**src/rtl/mac_chain_driver_if.sv**
```systemverilog
// Bundle of the FIFO, MAC-chain and result signals between the chain sequencer
// and its surroundings; master is the sequencer side.
interface mac_chain_driver_if #(
    parameter int DATA_WIDTH = 8,
    parameter int NUM_MAC    = 8
);
    localparam int RES_W = 3 * DATA_WIDTH;
    localparam int IDX_W = (NUM_MAC > 1) ? $clog2(NUM_MAC) : 1;

    logic                          start;
    logic                          busy;
    logic                          done;
    logic [NUM_MAC-1:0]            a_empty;
    logic [NUM_MAC*DATA_WIDTH-1:0] a_dout;
    logic [NUM_MAC-1:0]            a_rd_en;
    logic                          b_empty;
    logic [DATA_WIDTH-1:0]         b_dout;
    logic                          b_rd_en;
    logic                          mac_clr;
    logic                          mac_en;
    logic [DATA_WIDTH-1:0]         mac_bin;
    logic [NUM_MAC*DATA_WIDTH-1:0] mac_ain;
    logic [NUM_MAC*RES_W-1:0]      mac_cout;
    logic                          result_valid;
    logic                          result_ready;
    logic [RES_W-1:0]              result_data;
    logic [IDX_W-1:0]              result_idx;
    logic                          underflow;

    modport master (
        input  start, a_empty, a_dout, b_empty, b_dout, mac_cout, result_ready,
        output busy, done, a_rd_en, b_rd_en, mac_clr, mac_en, mac_bin, mac_ain,
               result_valid, result_data, result_idx, underflow
    );

    modport slave (
        output start, a_empty, a_dout, b_empty, b_dout, mac_cout, result_ready,
        input  busy, done, a_rd_en, b_rd_en, mac_clr, mac_en, mac_bin, mac_ain,
               result_valid, result_data, result_idx, underflow
    );
endinterface

```
**src/rtl/mac_chain_driver.sv**
```systemverilog
// Sequences one matrix-vector product through the systolic MAC chain: clear,
// stream skewed operands, wait for the last stage, then drain results.
//
// state    | meaning
// ---------+------------------------------------------------------------
// S_IDLE   | waiting for start; underflow cleared when start is taken
// S_CLEAR  | one-cycle broadcast clear of every accumulator
// S_STREAM | VEC_LEN cycles of En/Bin into stage 0, B popped each cycle
// S_DRAIN  | NUM_MAC cycles while the enable skew reaches the last stage
// S_OUTPUT | NUM_MAC results handed out on the valid/ready port
module mac_chain_driver #(
    parameter int DATA_WIDTH = 8,
    parameter int NUM_MAC    = 8,
    parameter int VEC_LEN    = 8
) (
    input  logic               clk,
    input  logic               rst_n,
    mac_chain_driver_if.master bus
);
    localparam int RES_W   = 3 * DATA_WIDTH;
    localparam int IDX_W   = (NUM_MAC > 1) ? $clog2(NUM_MAC) : 1;
    localparam int CNT_MAX = (VEC_LEN > NUM_MAC) ? VEC_LEN : NUM_MAC;
    localparam int CNT_W   = (CNT_MAX > 1) ? $clog2(CNT_MAX) : 1;

    localparam logic [CNT_W-1:0] STREAM_LOAD = CNT_W'(VEC_LEN - 1);
    localparam logic [CNT_W-1:0] DRAIN_LOAD  = CNT_W'(NUM_MAC - 1);
    localparam logic [IDX_W-1:0] IDX_LAST    = IDX_W'(NUM_MAC - 1);

    typedef enum logic [2:0] {
        S_IDLE,
        S_CLEAR,
        S_STREAM,
        S_DRAIN,
        S_OUTPUT
    } state_t;

    state_t             state_q, state_d;
    logic [CNT_W-1:0]   cnt_q, cnt_d;
    logic [IDX_W-1:0]   idx_q, idx_d;
    logic [IDX_W-1:0]   rd_sel;
    logic               valid_q, valid_d;
    logic               done_q, done_d;
    logic               uf_q, uf_d;
    logic [RES_W-1:0]   data_q, data_d;
    logic [NUM_MAC-2:0] en_pipe_q;
    logic [NUM_MAC-1:0] en_pipe;
    logic               mac_en;
    logic               pop_err;
    logic [RES_W-1:0]   cout_arr [NUM_MAC];

    assign mac_en  = (state_q == S_STREAM);
    // Stage i's enable trails stage 0 by i cycles, matching the chain's En_out delay.
    assign en_pipe = {en_pipe_q, mac_en};

    for (genvar g = 0; g < NUM_MAC; g++) begin : g_row
        assign cout_arr[g] = bus.mac_cout[g*RES_W +: RES_W];
        assign bus.mac_ain[g*DATA_WIDTH +: DATA_WIDTH] =
            en_pipe[g] ? bus.a_dout[g*DATA_WIDTH +: DATA_WIDTH] : '0;
    end

    assign pop_err = (mac_en & bus.b_empty) | (|(en_pipe & bus.a_empty));

    // Row whose Cout gets loaded next: row 0 on OUTPUT entry, else the following row.
    assign rd_sel = (state_q == S_OUTPUT) ? idx_q + IDX_W'(1) : '0;

    always_comb begin
        state_d = state_q;
        cnt_d   = cnt_q;
        idx_d   = idx_q;
        valid_d = valid_q;
        data_d  = data_q;
        done_d  = 1'b0;
        uf_d    = uf_q | pop_err;

        case (state_q)
            S_IDLE: begin
                if (bus.start) begin
                    state_d = S_CLEAR;
                    uf_d    = 1'b0;
                end
            end
            S_CLEAR: begin
                state_d = S_STREAM;
                cnt_d   = STREAM_LOAD;
            end
            S_STREAM: begin
                if (cnt_q == '0) begin
                    state_d = S_DRAIN;
                    cnt_d   = DRAIN_LOAD;
                end else begin
                    cnt_d = cnt_q - CNT_W'(1);
                end
            end
            S_DRAIN: begin
                if (cnt_q == '0) begin
                    state_d = S_OUTPUT;
                    idx_d   = '0;
                    valid_d = 1'b1;
                    data_d  = cout_arr[rd_sel];
                end else begin
                    cnt_d = cnt_q - CNT_W'(1);
                end
            end
            S_OUTPUT: begin
                if (valid_q && bus.result_ready) begin
                    if (idx_q == IDX_LAST) begin
                        state_d = S_IDLE;
                        valid_d = 1'b0;
                        idx_d   = '0;
                        done_d  = 1'b1;
                    end else begin
                        idx_d  = rd_sel;
                        data_d = cout_arr[rd_sel];
                    end
                end
            end
            default: state_d = S_IDLE;
        endcase
    end

    always_ff @(posedge clk or negedge rst_n) begin
        if (!rst_n) begin
            state_q   <= S_IDLE;
            cnt_q     <= '0;
            idx_q     <= '0;
            valid_q   <= 1'b0;
            data_q    <= '0;
            done_q    <= 1'b0;
            uf_q      <= 1'b0;
            en_pipe_q <= '0;
        end else begin
            state_q   <= state_d;
            cnt_q     <= cnt_d;
            idx_q     <= idx_d;
            valid_q   <= valid_d;
            data_q    <= data_d;
            done_q    <= done_d;
            uf_q      <= uf_d;
            en_pipe_q <= en_pipe[NUM_MAC-2:0];
        end
    end

    assign bus.busy         = (state_q != S_IDLE);
    assign bus.done         = done_q;
    assign bus.a_rd_en      = en_pipe;
    assign bus.b_rd_en      = mac_en;
    assign bus.mac_clr      = (state_q == S_CLEAR);
    assign bus.mac_en       = mac_en;
    assign bus.mac_bin      = mac_en ? bus.b_dout : '0;
    assign bus.result_valid = valid_q;
    assign bus.result_data  = data_q;
    assign bus.result_idx   = idx_q;
    assign bus.underflow    = uf_q;
endmodule

```
**src/flat_wrapper.sv**
```systemverilog
// flat-port wrapper written by rule: the top's interface ports become plain ports
module mac_chain_driver_flat 
#(
    parameter int DATA_WIDTH = 8,
    parameter int NUM_MAC    = 8,
    parameter int VEC_LEN    = 8
)
  (clk, rst_n, bus_start, bus_a_empty, bus_a_dout, bus_b_empty, bus_b_dout, bus_mac_cout, bus_result_ready, bus_busy, bus_done, bus_a_rd_en, bus_b_rd_en, bus_mac_clr, bus_mac_en, bus_mac_bin, bus_mac_ain, bus_result_valid, bus_result_data, bus_result_idx, bus_underflow);
  mac_chain_driver_if #(.DATA_WIDTH(DATA_WIDTH), .NUM_MAC(NUM_MAC)) bus_i ();
  input  logic clk;
  input  logic rst_n;
  input wire logic [$bits(bus_i.start)-1:0] bus_start;
  input wire logic [$bits(bus_i.a_empty)-1:0] bus_a_empty;
  input wire logic [$bits(bus_i.a_dout)-1:0] bus_a_dout;
  input wire logic [$bits(bus_i.b_empty)-1:0] bus_b_empty;
  input wire logic [$bits(bus_i.b_dout)-1:0] bus_b_dout;
  input wire logic [$bits(bus_i.mac_cout)-1:0] bus_mac_cout;
  input wire logic [$bits(bus_i.result_ready)-1:0] bus_result_ready;
  output wire logic [$bits(bus_i.busy)-1:0] bus_busy;
  output wire logic [$bits(bus_i.done)-1:0] bus_done;
  output wire logic [$bits(bus_i.a_rd_en)-1:0] bus_a_rd_en;
  output wire logic [$bits(bus_i.b_rd_en)-1:0] bus_b_rd_en;
  output wire logic [$bits(bus_i.mac_clr)-1:0] bus_mac_clr;
  output wire logic [$bits(bus_i.mac_en)-1:0] bus_mac_en;
  output wire logic [$bits(bus_i.mac_bin)-1:0] bus_mac_bin;
  output wire logic [$bits(bus_i.mac_ain)-1:0] bus_mac_ain;
  output wire logic [$bits(bus_i.result_valid)-1:0] bus_result_valid;
  output wire logic [$bits(bus_i.result_data)-1:0] bus_result_data;
  output wire logic [$bits(bus_i.result_idx)-1:0] bus_result_idx;
  output wire logic [$bits(bus_i.underflow)-1:0] bus_underflow;
  assign bus_i.start = bus_start;
  assign bus_i.a_empty = bus_a_empty;
  assign bus_i.a_dout = bus_a_dout;
  assign bus_i.b_empty = bus_b_empty;
  assign bus_i.b_dout = bus_b_dout;
  assign bus_i.mac_cout = bus_mac_cout;
  assign bus_i.result_ready = bus_result_ready;
  assign bus_busy = bus_i.busy;
  assign bus_done = bus_i.done;
  assign bus_a_rd_en = bus_i.a_rd_en;
  assign bus_b_rd_en = bus_i.b_rd_en;
  assign bus_mac_clr = bus_i.mac_clr;
  assign bus_mac_en = bus_i.mac_en;
  assign bus_mac_bin = bus_i.mac_bin;
  assign bus_mac_ain = bus_i.mac_ain;
  assign bus_result_valid = bus_i.result_valid;
  assign bus_result_data = bus_i.result_data;
  assign bus_result_idx = bus_i.result_idx;
  assign bus_underflow = bus_i.underflow;
  mac_chain_driver #(.DATA_WIDTH(DATA_WIDTH), .NUM_MAC(NUM_MAC), .VEC_LEN(VEC_LEN)) u_core (.clk(clk), .rst_n(rst_n), .bus(bus_i));
endmodule
```
**config.mk**
```make
export PLATFORM = sky130hd
export DESIGN_NAME = mac_chain_driver_flat
export DESIGN_NICKNAME = d
export VERILOG_FILES = /design/src/rtl/mac_chain_driver_if.sv /design/src/rtl/mac_chain_driver.sv /design/src/flat_wrapper.sv
export SDC_FILE = /design/constraint.sdc
export NUM_CORES = 1
export LEC_CHECK = 0
export BUFFER_PORTS_ARGS = -buffer_cell sky130_fd_sc_hd__buf_2
export CAP_MARGIN = 5
export CORE_AREA = 2 2 153 155
export CTS_CLUSTER_DIAMETER = 150
export DETAILED_ROUTE_END_ITERATION = 6
export DIE_AREA = 0 0 155 157
export PLACE_DENSITY = 0.44
export SLEW_MARGIN = 20
export SYNTH_ARGS = -nofsm -noshare
export SYNTH_HDL_FRONTEND = slang
export SYNTH_SLANG_ARGS = --single-unit
```
**constraint.sdc**
```tcl
create_clock -name clk -period 6.01 [get_ports clk]
set_input_delay 0.3005 -clock clk [delete_from_list [all_inputs] [get_ports clk]]
set_output_delay 0.3005 -clock clk [all_outputs]
set_load 0.02 [all_outputs]
```
-- Word-level counts from Yosys, hierarchy flattened
Index checks and enable logic that the tools add are counted.
- flip-flop bits (word level): 43
- input bits: 277
- output and inout port bits: 114
- add/sub/neg operators: 2
- order comparisons: 1
- equal/unequal tests: 12
- mux-type cells: 39
- bitwise operators: 5
- reduce and logical (&&, ||, !) cells: 12
- operators with widths (kind ; number):
    two-way mux 24 bit ; 5
    binary-select mux 24 bit (select 3 bit) ; 1
    two-way mux 8 bit ; 9
    case mux 24 bit (2 select lines) ; 1
    two-way mux 3 bit ; 11
    case mux 3 bit (5 select lines) ; 1
    inequality test 2 bit, second input constant ; 6
    case mux 3 bit (3 select lines) ; 1
    bitwise AND 8 bit ; 1
    two-way mux 1 bit ; 8
    AND reduction 4 bit ; 2
    OR reduction 8 bit ; 1
    equality test 3 x 2 -> 1 bit, second input constant ; 2
    equality test 3 bit, second input constant ; 2
    zero test 3 bit ; 2
    case mux 3 bit (2 select lines) ; 1
    nonzero test 3 bit ; 2
    AND reduction 5 bit ; 1
    greater-or-equal comparator 4 bit, second input constant ; 1
    inverter 3 -> 4 bit ; 1
    adder 3 x 1 -> 3 bit, second input constant ; 1
    equality test 3 x 1 -> 1 bit, second input constant ; 1
    AND reduction 3 bit ; 1
    subtractor 3 x 1 -> 3 bit, second input constant ; 1
    other kinds (7) ; 8

-- Longest topological paths before layout
Gate-level depths: netlist (run 1).
- depth after elaboration: 9
- depth in mapped cells: 9
- mapped depth without buffers: 7

-- Worst setup path before layout (run 1)
OpenSTA, ideal clock, no wires.
- kind: reg2reg
- start point: register u_core.idx_q[0] (netlist: u_core.bus.result_idx[0])
- end point: register u_core.data_q[3] (netlist: u_core.bus.result_data[3])
- data arrival time: 2.097 ns
- data required time: 5.887 ns
- path slack: 3.790 ns
- stages on the path, launching flop included: 9
- clock period less this slack: 2.220 ns
- path through: dfrtp_1 -> ha_1 -> ha_1 -> or4b_1 -> buf_6 -> buf_12 -> a21oi_2 -> o221ai_1 -> o221a_2
- longest elaborated chain between the ends: 9
- RTL lines (item ; line ; text):
    start, declared ; mac_chain_driver.sv:39 ; logic [IDX_W-1:0] idx_q, idx_d;
    start signal, assigned ; mac_chain_driver.sv:134 ; idx_q <= idx_d;
    adder 3 x 1 -> 3 bit ; mac_chain_driver.sv:64 ; assign rd_sel = (state_q == S_OUTPUT) ? idx_q + IDX_W'(1) : '0;
    two-way mux 3 bit ; mac_chain_driver.sv:64 ;
    inverter 3 -> 4 bit (not written as such) ; mac_chain_driver.sv:99, mac_chain_driver.sv:113 ;
    binary-select mux 24 bit (select 3 bit) ; mac_chain_driver.sv:99, mac_chain_driver.sv:113 ;
    two-way mux 24 bit (not written as such) (2 in a row) ; mac_chain_driver.sv:99, mac_chain_driver.sv:113 ;
    two-way mux 24 bit ; mac_chain_driver.sv:106 ; if (idx_q == IDX_LAST) begin
    two-way mux 24 bit ; mac_chain_driver.sv:105 ; if (valid_q && bus.result_ready) begin
    case mux 24 bit (2 select lines) ; mac_chain_driver.sv:75 ; case (state_q)
    end signal, assigned ; mac_chain_driver.sv:136 ; data_q <= data_d;
    end, declared ; mac_chain_driver.sv:44 ; logic [RES_W-1:0] data_q, data_d;
Parallel ways exist; a longest one is shown, timed or not. The select of a mux whose other input is x is not followed.
A chain may end at the register's enable or synchronous reset.

-- Worst setup path after layout (run 1)
- start point: register u_core.idx_q[0] (netlist: u_core.bus.result_idx[0])
- end point: register u_core.data_q[1] (netlist: u_core.bus.result_data[1])
Same word-level chain as after synthesis.

==> metrics.md, run 1 <==
| Metric | Value |
|---|---|
| Setup crit end kind | `register` |
| Initial antenna violation count | `0` |
| Clock Pin Slew Worst Setup and Hold Paths | `0.07 ns` |
| Final Skew | `approximately 0.0051 ns` |
| Most frequent cells in the layout | `buf_2, and2_1, nor2b_1` |
| Clk buf depth | `2` |
| Die span in x | `between 150 and 200 um` |
| Slew @ Worst Pin | `~0.97 ns` |
| 1st-iter DRT viols | `around 240` |
| CP max FO | `between 60 and 70` |
| Worst hold slack | `0.106 ns` |
| Core area | `between 0.02 and 0.025 mm^2` |
| Layout cell share with drive strength beyond 1 | `0.562` |
| Post-Route WL | `between 20000 and 25000 um` |
| Die Area | `between 0.02 and 0.025 mm^2` |
| Vias in the first global route | `between 5000 and 6000` |
| GRT Total Usage | `0.161` |
| Max IR drop VDD | `~0.00011 V` |
| Post-Syn Area per Cell | `around 8.7 um^2` |
| CTS Buf Count | `5` |
| Mapped Nets | `779` |
| Remaining DRCs | `0` |
| Synth cell types | `42` |
| Relative slew margins | `0.353` |
| Fin worst setup slack | `2.86 ns` |
| Via count | `roughly 5300` |
| Die Span Y | `157 um` |
| Ys async rst share | `1.00` |
| FF/Latch Area | `approximately 0.0011 mm^2` |
| CP arrival | `3.33 ns` |
| Nets@finish | `~1100` |
| Min Tclk post-route | `about 3.1 ns` |
| H-tree levels | `2` |
| Netlist Area Pre-Place | `between 0.004 and 0.005 mm^2` |
| # hold bufs at CTS | `0` |
| Worst slack at placement | `2.82 ns` |
| Vias/cell | `about 4.7` |
| Leading cell type in the layout, fill and taps excluded | `buf_2` |
| Syn Inst Count | `between 400 and 500` |
| Status | `completed` |
| Io pins | `391` |
| CTS tree | `yes` |
| Post-synth EDFFs | `0` |
| Final Hold Vio Count | `0` |
| Largest family of logic cells by synthesized area | `compound AO/OA/AOI/OAI gates` |
| Flop and latch count out of synthesis | `43` |
| Antenna cells | `0` |
| Pwr Density | `approximately 330 mW/mm^2` |
| Clk_lat worst skew | `roughly 0.30 ns` |
| RSZ-0062 raised after global routing | `false` |
| Startpoint Class | `register` |
| CTS sink cnt | `between 40 and 50` |
| Root Buffer | `clkbuf_16` |
| Largest net degree at the start of global routing | `82` |
| DR pass1 iterations | `7` |
| Main flop type after synthesis | `dfrtp_1` |
| Max Fclk | `318 MHz` |
| Crit-path cells | `ha_4, ha_1, or4b_1, buf_4, a21oi_1, o221ai_1, o221a_2` |
| Max capacitance violation total | `0` |
| P_leak | `between 3 and 4 nW` |
| Fin Setup TNS | `0 ns` |
| Synth Area in XOR/XNOR | `0` |
| Port Buffers | `about 400` |
| Post-cts sizing count | `0` |
| Critical path class | `register to register` |
| Num rows | `between 50 and 60` |
| Crit path max-delay cell type | `dfrtp_4` |
| Worst Hold Class | `input port to async pin` |
| Fillers | `roughly 2500` |
| Area of the multi-input gates | `0.00296 mm^2` |
| Power consumption | `0.00217 W` |
| Setup Fix Bufs, Post-CTS | `0` |
| Simple-Gate Fraction of Synth Area | `0.233` |
| Compound-Gate Fraction of Synth Area | `0.307` |
| HPWL Detailed | `between 15000 and 20000 um` |
| Slew Limit Fails | `0` |
| Yosys warnings | `0` |
| Antenna-violating nets left | `0` |
| Critical Path RT | `6.19 ns` |
| Fin crit share | `0.524` |
| Area grow syn2layout | `51.5%` |
| First-pass GRT wire length | `roughly 30000 um` |
| CP max stage delay | `~0.90 ns` |
| Starting Density | `0.193` |
| Fin cells | `about 1100` |
| Placer Congestion | `roughly 0.82` |
| Final setup fails | `0` |
| Total gr overflow | `0` |
| Mux share of post-synthesis cell area | `0.125` |
| DR WL/cell | `roughly 18 um` |
| Adder-cell area share of the yosys netlist | `0.0115` |
| Post-synthesis sequential area ratio | `0.247` |
| DP Cell Count | `~1100` |
[metrics by stage]
stage          instance area (um^2)  utilization
6_report                       6590        0.293
5_1_grt                        6590        0.293
4_1_cts                        6590        0.293
3_5_place_dp                   6410        0.285
3_3_place_gp                   6410        0.285
2_1_floorplan                  4350            -
[critical path: cells and delay by family, from the launching register on]
kind                     cells  cell delay [ns]
adder cells (fa/ha/maj)      2             0.49
buffers and inverters        1             0.35
AO/OA/AOI/OAI                3             0.47
flip-flops                   1             0.90
AND/OR/NAND/NOR              1             0.79
[logic make-up after synthesis]
logic type | after synthesis
buffers and inverters | 59
flip-flops | 43
adder cells (fa/ha/maj) | 4
AO/OA/AOI/OAI | 164
AND/OR/NAND/NOR | 178
multiplexers | 50
[cells in the mapped netlist, types with 20 or more instances]
cell	number	area [um^2]
nor2b_1	47	294
a21oi_2	20	175
and2_1	57	357
mux2_2	23	259
mux2i_1	26	260
a21oi_1	28	140
o221a_2	21	236
o221ai_1	23	201
a221oi_1	25	219
nor2_1	32	120
dfrtp_1	43	1080
a22oi_1	28	210
buf_2	24	120
[path summary, 6_finish.rpt]
path                                          startpoint                         to  slack [ns]  cells after the start
worst max-delay path            u_core.bus.result_idx[0]  u_core.bus.result_data[1]        2.86                      7
worst max register to register  u_core.bus.result_idx[0]  u_core.bus.result_data[1]        2.86                      7
min in group clk                        bus_result_ready    u_core.bus.result_valid        0.31                      4
worst min register to register   u_core.bus.result_valid    u_core.bus.result_valid        0.53                      2
worst min-delay path                               rst_n        u_core.en_pipe_q[0]        0.11                      2
max in group asynchronous                          rst_n   u_core.bus.result_idx[0]        5.41                      2
[sequential cells by signal, indices dropped and copies added, names as in the netlist]
register and count:
u_core.cnt_q 3, u_core.bus.result_valid 1, u_core.en_pipe_q 7, u_core.state_q 3, u_core.bus.result_idx 3, u_core.bus.done 1
u_core.bus.result_data 24, u_core.bus.underflow 1
[final cells by class]
| type | instances | area share |
|---|---|---|
| repair buffers | 396 | 0.303 |
| inverters | 6 | 0.00342 |
| clock inverters | 2 | 0.00532 |
| multi-input cells | 396 | 0.449 |
| clock buffers | 6 | 0.0211 |
| flip-flops and latches | 43 | 0.164 |
| well taps | 285 | 0.0541 |
[per-layer routing]
metal,part of all wire,up-vias,global-route usage,wire length (um)
li1,-,2578,-,-
met1,0.39,2470,0.182,8110
met2,0.51,285,0.300,10700
met3,0.079,16,0.0385,1660
met4,0.022,0,0.0476,469
met5,0,-,0,0
[power breakdown]
| part | total (W) | switching [W] | leakage, nW | internal, W |
|---|---|---|---|---|
| Sequential | 0.000568 | 0.000153 | 0.496 | 0.000415 |
| Clock | 0.000337 | 0.000130 | 0.0868 | 0.000207 |
| Combinational | 0.00126 | 0.000746 | 2.55 | 0.000518 |
| Total | 0.00217 | 0.00103 | 3.13 | 0.00114 |
(Power assumes the default switching activity.)
==> inputs of run 2 (changes only) <==
- PLACE_DENSITY: 0.44 -> 0.45
- clock period: 6.01 -> 2.81 ns (I/O delays scaled with it)
==> metrics.md, run 2 (same netlist as run 1, synthesis figures left out) <==
| Metric | Value |
|---|---|
| Status | `completed (unchanged)` |
| Area grow syn2layout | `54.1% (was 51.5%)` |
| FF-to-FF setup slack | `0.44 ns (was 2.86 ns)` |
| Num rows | `55 (unchanged)` |
| CP max FO | `23 (was 65)` |
| CTS tree | `yes (unchanged)` |
| Die Area | `0.0243 mm^2 (unchanged)` |
| CTS sink cnt | `43 (unchanged)` |
| Io pins | `391 (unchanged)` |
| Fin Setup TNS | `0 ns (unchanged)` |
| Vias in the first global route | `4988 (was 5144)` |
| Antenna-violating nets left | `0 (unchanged)` |
| P_leak | `3.18 nW (was 3.13 nW)` |
| Core area | `0.0225 mm^2 (unchanged)` |
| First-pass GRT wire length | `28500 um (was 30000 um)` |
| Largest register FFs | `24 (unchanged)` |
| Total gr overflow | `0 (unchanged)` |
| Max Fclk | `421 MHz (was 318 MHz)` |
| Starting Density | `0.193 (unchanged)` |
| Placer Congestion | `0.778 (was 0.818)` |
| Setup crit end kind | `register (unchanged)` |
| Largest net degree at the start of global routing | `145 (was 82)` |
| Hold Startpoint | `bus_result_ready` |
| 1st-iter DRT viols | `319 (was 241)` |
| Die span in x | `155 um (unchanged)` |
| Final Skew | `0.00443 ns (was 0.00511 ns)` |
| Clk_lat worst skew | `0.29 ns (was 0.30 ns)` |
| DR pass1 iterations | `4 (was 7)` |
| Nets@finish | `1137 (was 1129)` |
| Max IR drop VDD | `0.000232 V (was 0.000105 V)` |
| Reg2reg start | `u_core.bus.result_idx[0] (unchanged)` |
| Root Buffer | `clkbuf_16 (unchanged)` |
| Remaining DRCs | `0 (unchanged)` |
| Crit path launch | `u_core.bus.result_idx[0] (unchanged)` |
| HPWL Detailed | `15200 um (was 16300 um)` |
| Clk buf depth | `2 (unchanged)` |
| Slew Limit Fails | `0 (unchanged)` |
| GRT Total Usage | `0.149 (was 0.161)` |
| RSZ-0062 raised after global routing | `false (unchanged)` |
| DR WL/cell | `17.0 um (was 18.5 um)` |
| Pwr Density | `684 mW/mm^2 (was 329 mW/mm^2)` |
| Post-Route WL | `19500 um (was 20900 um)` |
| Startpoint Class | `register (unchanged)` |
| Min Tclk post-route | `2.37 ns (was 3.15 ns)` |
| Hold path cells | `4` |
| Max capacitance violation total | `0 (unchanged)` |
| Worst Hold Class | `input port to register (was input port to async pin)` |
| Clock Pin Slew Worst Setup and Hold Paths | `0.07 ns (about the same)` |
| Relative slew margins | `0.514 (was 0.353)` |
| Leading cell type in the layout, fill and taps excluded | `buf_2 (unchanged)` |
| Die Span Y | `157 um (unchanged)` |
| Fin worst setup slack | `0.437 ns (was 2.86 ns)` |
| CP arrival | `2.56 ns (was 3.33 ns)` |
| Final setup fails | `0 (unchanged)` |
| Critical path class | `register to register (unchanged)` |
| Layout cell share with drive strength beyond 1 | `0.565 (was 0.562)` |
| Worst slack at placement | `0.438 ns (was 2.82 ns)` |
| Via count | `5225 (was 5349)` |
| Fin crit share | `0.845 (was 0.524)` |
| Most frequent cells in the layout | `buf_2, and2_1, nor2b_1 (unchanged)` |
| Critical Path RT | `2.99 ns (was 6.19 ns)` |
| Final Hold Vio Count | `0 (unchanged)` |
| Initial antenna violation count | `1 (was 0)` |
| Post-cts sizing count | `0 (unchanged)` |
| H-tree levels | `2 (unchanged)` |
| Slew @ Worst Pin | `0.729 ns (was 0.967 ns)` |
| CTS Buf Count | `5 (unchanged)` |
| Worst-case reg-to-reg path depth | `7 (unchanged)` |
| Vias/cell | `4.57 (was 4.72)` |
| Port Buffers | `390 (unchanged)` |
-- run 2: cell count changes in the layout (fill, tap and decap cells not counted) --
cell / delta
buf_4: +3
buf_12: +4
dlygate4sd3_1: +1
diode_2: +1
-- run 2: path summary, 6_finish.rpt --
path | to
min reg2reg | u_core.bus.result_data[22]
max reg2reg | u_core.bus.result_data[18]
min in group asynchronous | u_core.cnt_q[2]
max | u_core.bus.result_data[18]
min | u_core.bus.result_valid
max in group asynchronous | u_core.bus.result_data[5]
-- run 2: layer usage --
layer  GRT usage  wire [um]
met1       0.207       8890
met2       0.242       9300
met3      0.0253       1080
met4      0.0357        208
met5           0          0
-- run 2: power by group --
group / switching, W / internal (W)
sequential: 0.000281 / 0.000889
clock: 0.000268 / 0.000443
combinational: 0.00157 / 0.00114
-- run 2: per-stage QoR --
stage          power [W]  hold slack [ns]  utilization  instances  area, um^2
6_report         0.00458            0.157        0.298       1143        6700
5_1_grt          0.00491            0.195        0.298       1143        6700
4_1_cts          0.00466            0.142        0.298       1142        6700
3_5_place_dp     0.00391           0.0584        0.290       1133        6520
3_3_place_gp     0.00392           0.0555        0.290       1133        6520
2_1_floorplan    0.00285           -0.155            -        498        4350
-- run 2: repair_timing --
| action | 4_1_cts | 5_1_grt |
|---|---|---|
| endpoints found under the hold margin | 11 | 0 |
| setup buffers | 0 | 0 |
| hold buffers | 1 | 0 |
-- run 2: layout make-up --
class,instances,area (um^2)
multi-input combinational,396,2960
clock buffer,6,139
clock inverter,2,35.0
tap,285,357
antenna,1,2.50
fill,2427,15800
inverter,6,22.5
timing repair buffer,404,2110
sequential,43,1080
-- run 2: worst max-delay path: stages (launching register included) --
cell	delay (ns)
dfrtp_4	0.50
ha_4	0.17
ha_1	0.33
or4b_1	0.48
buf_4	0.28
a21oi_2	0.15
o221ai_1	0.16
o221a_2	0.17
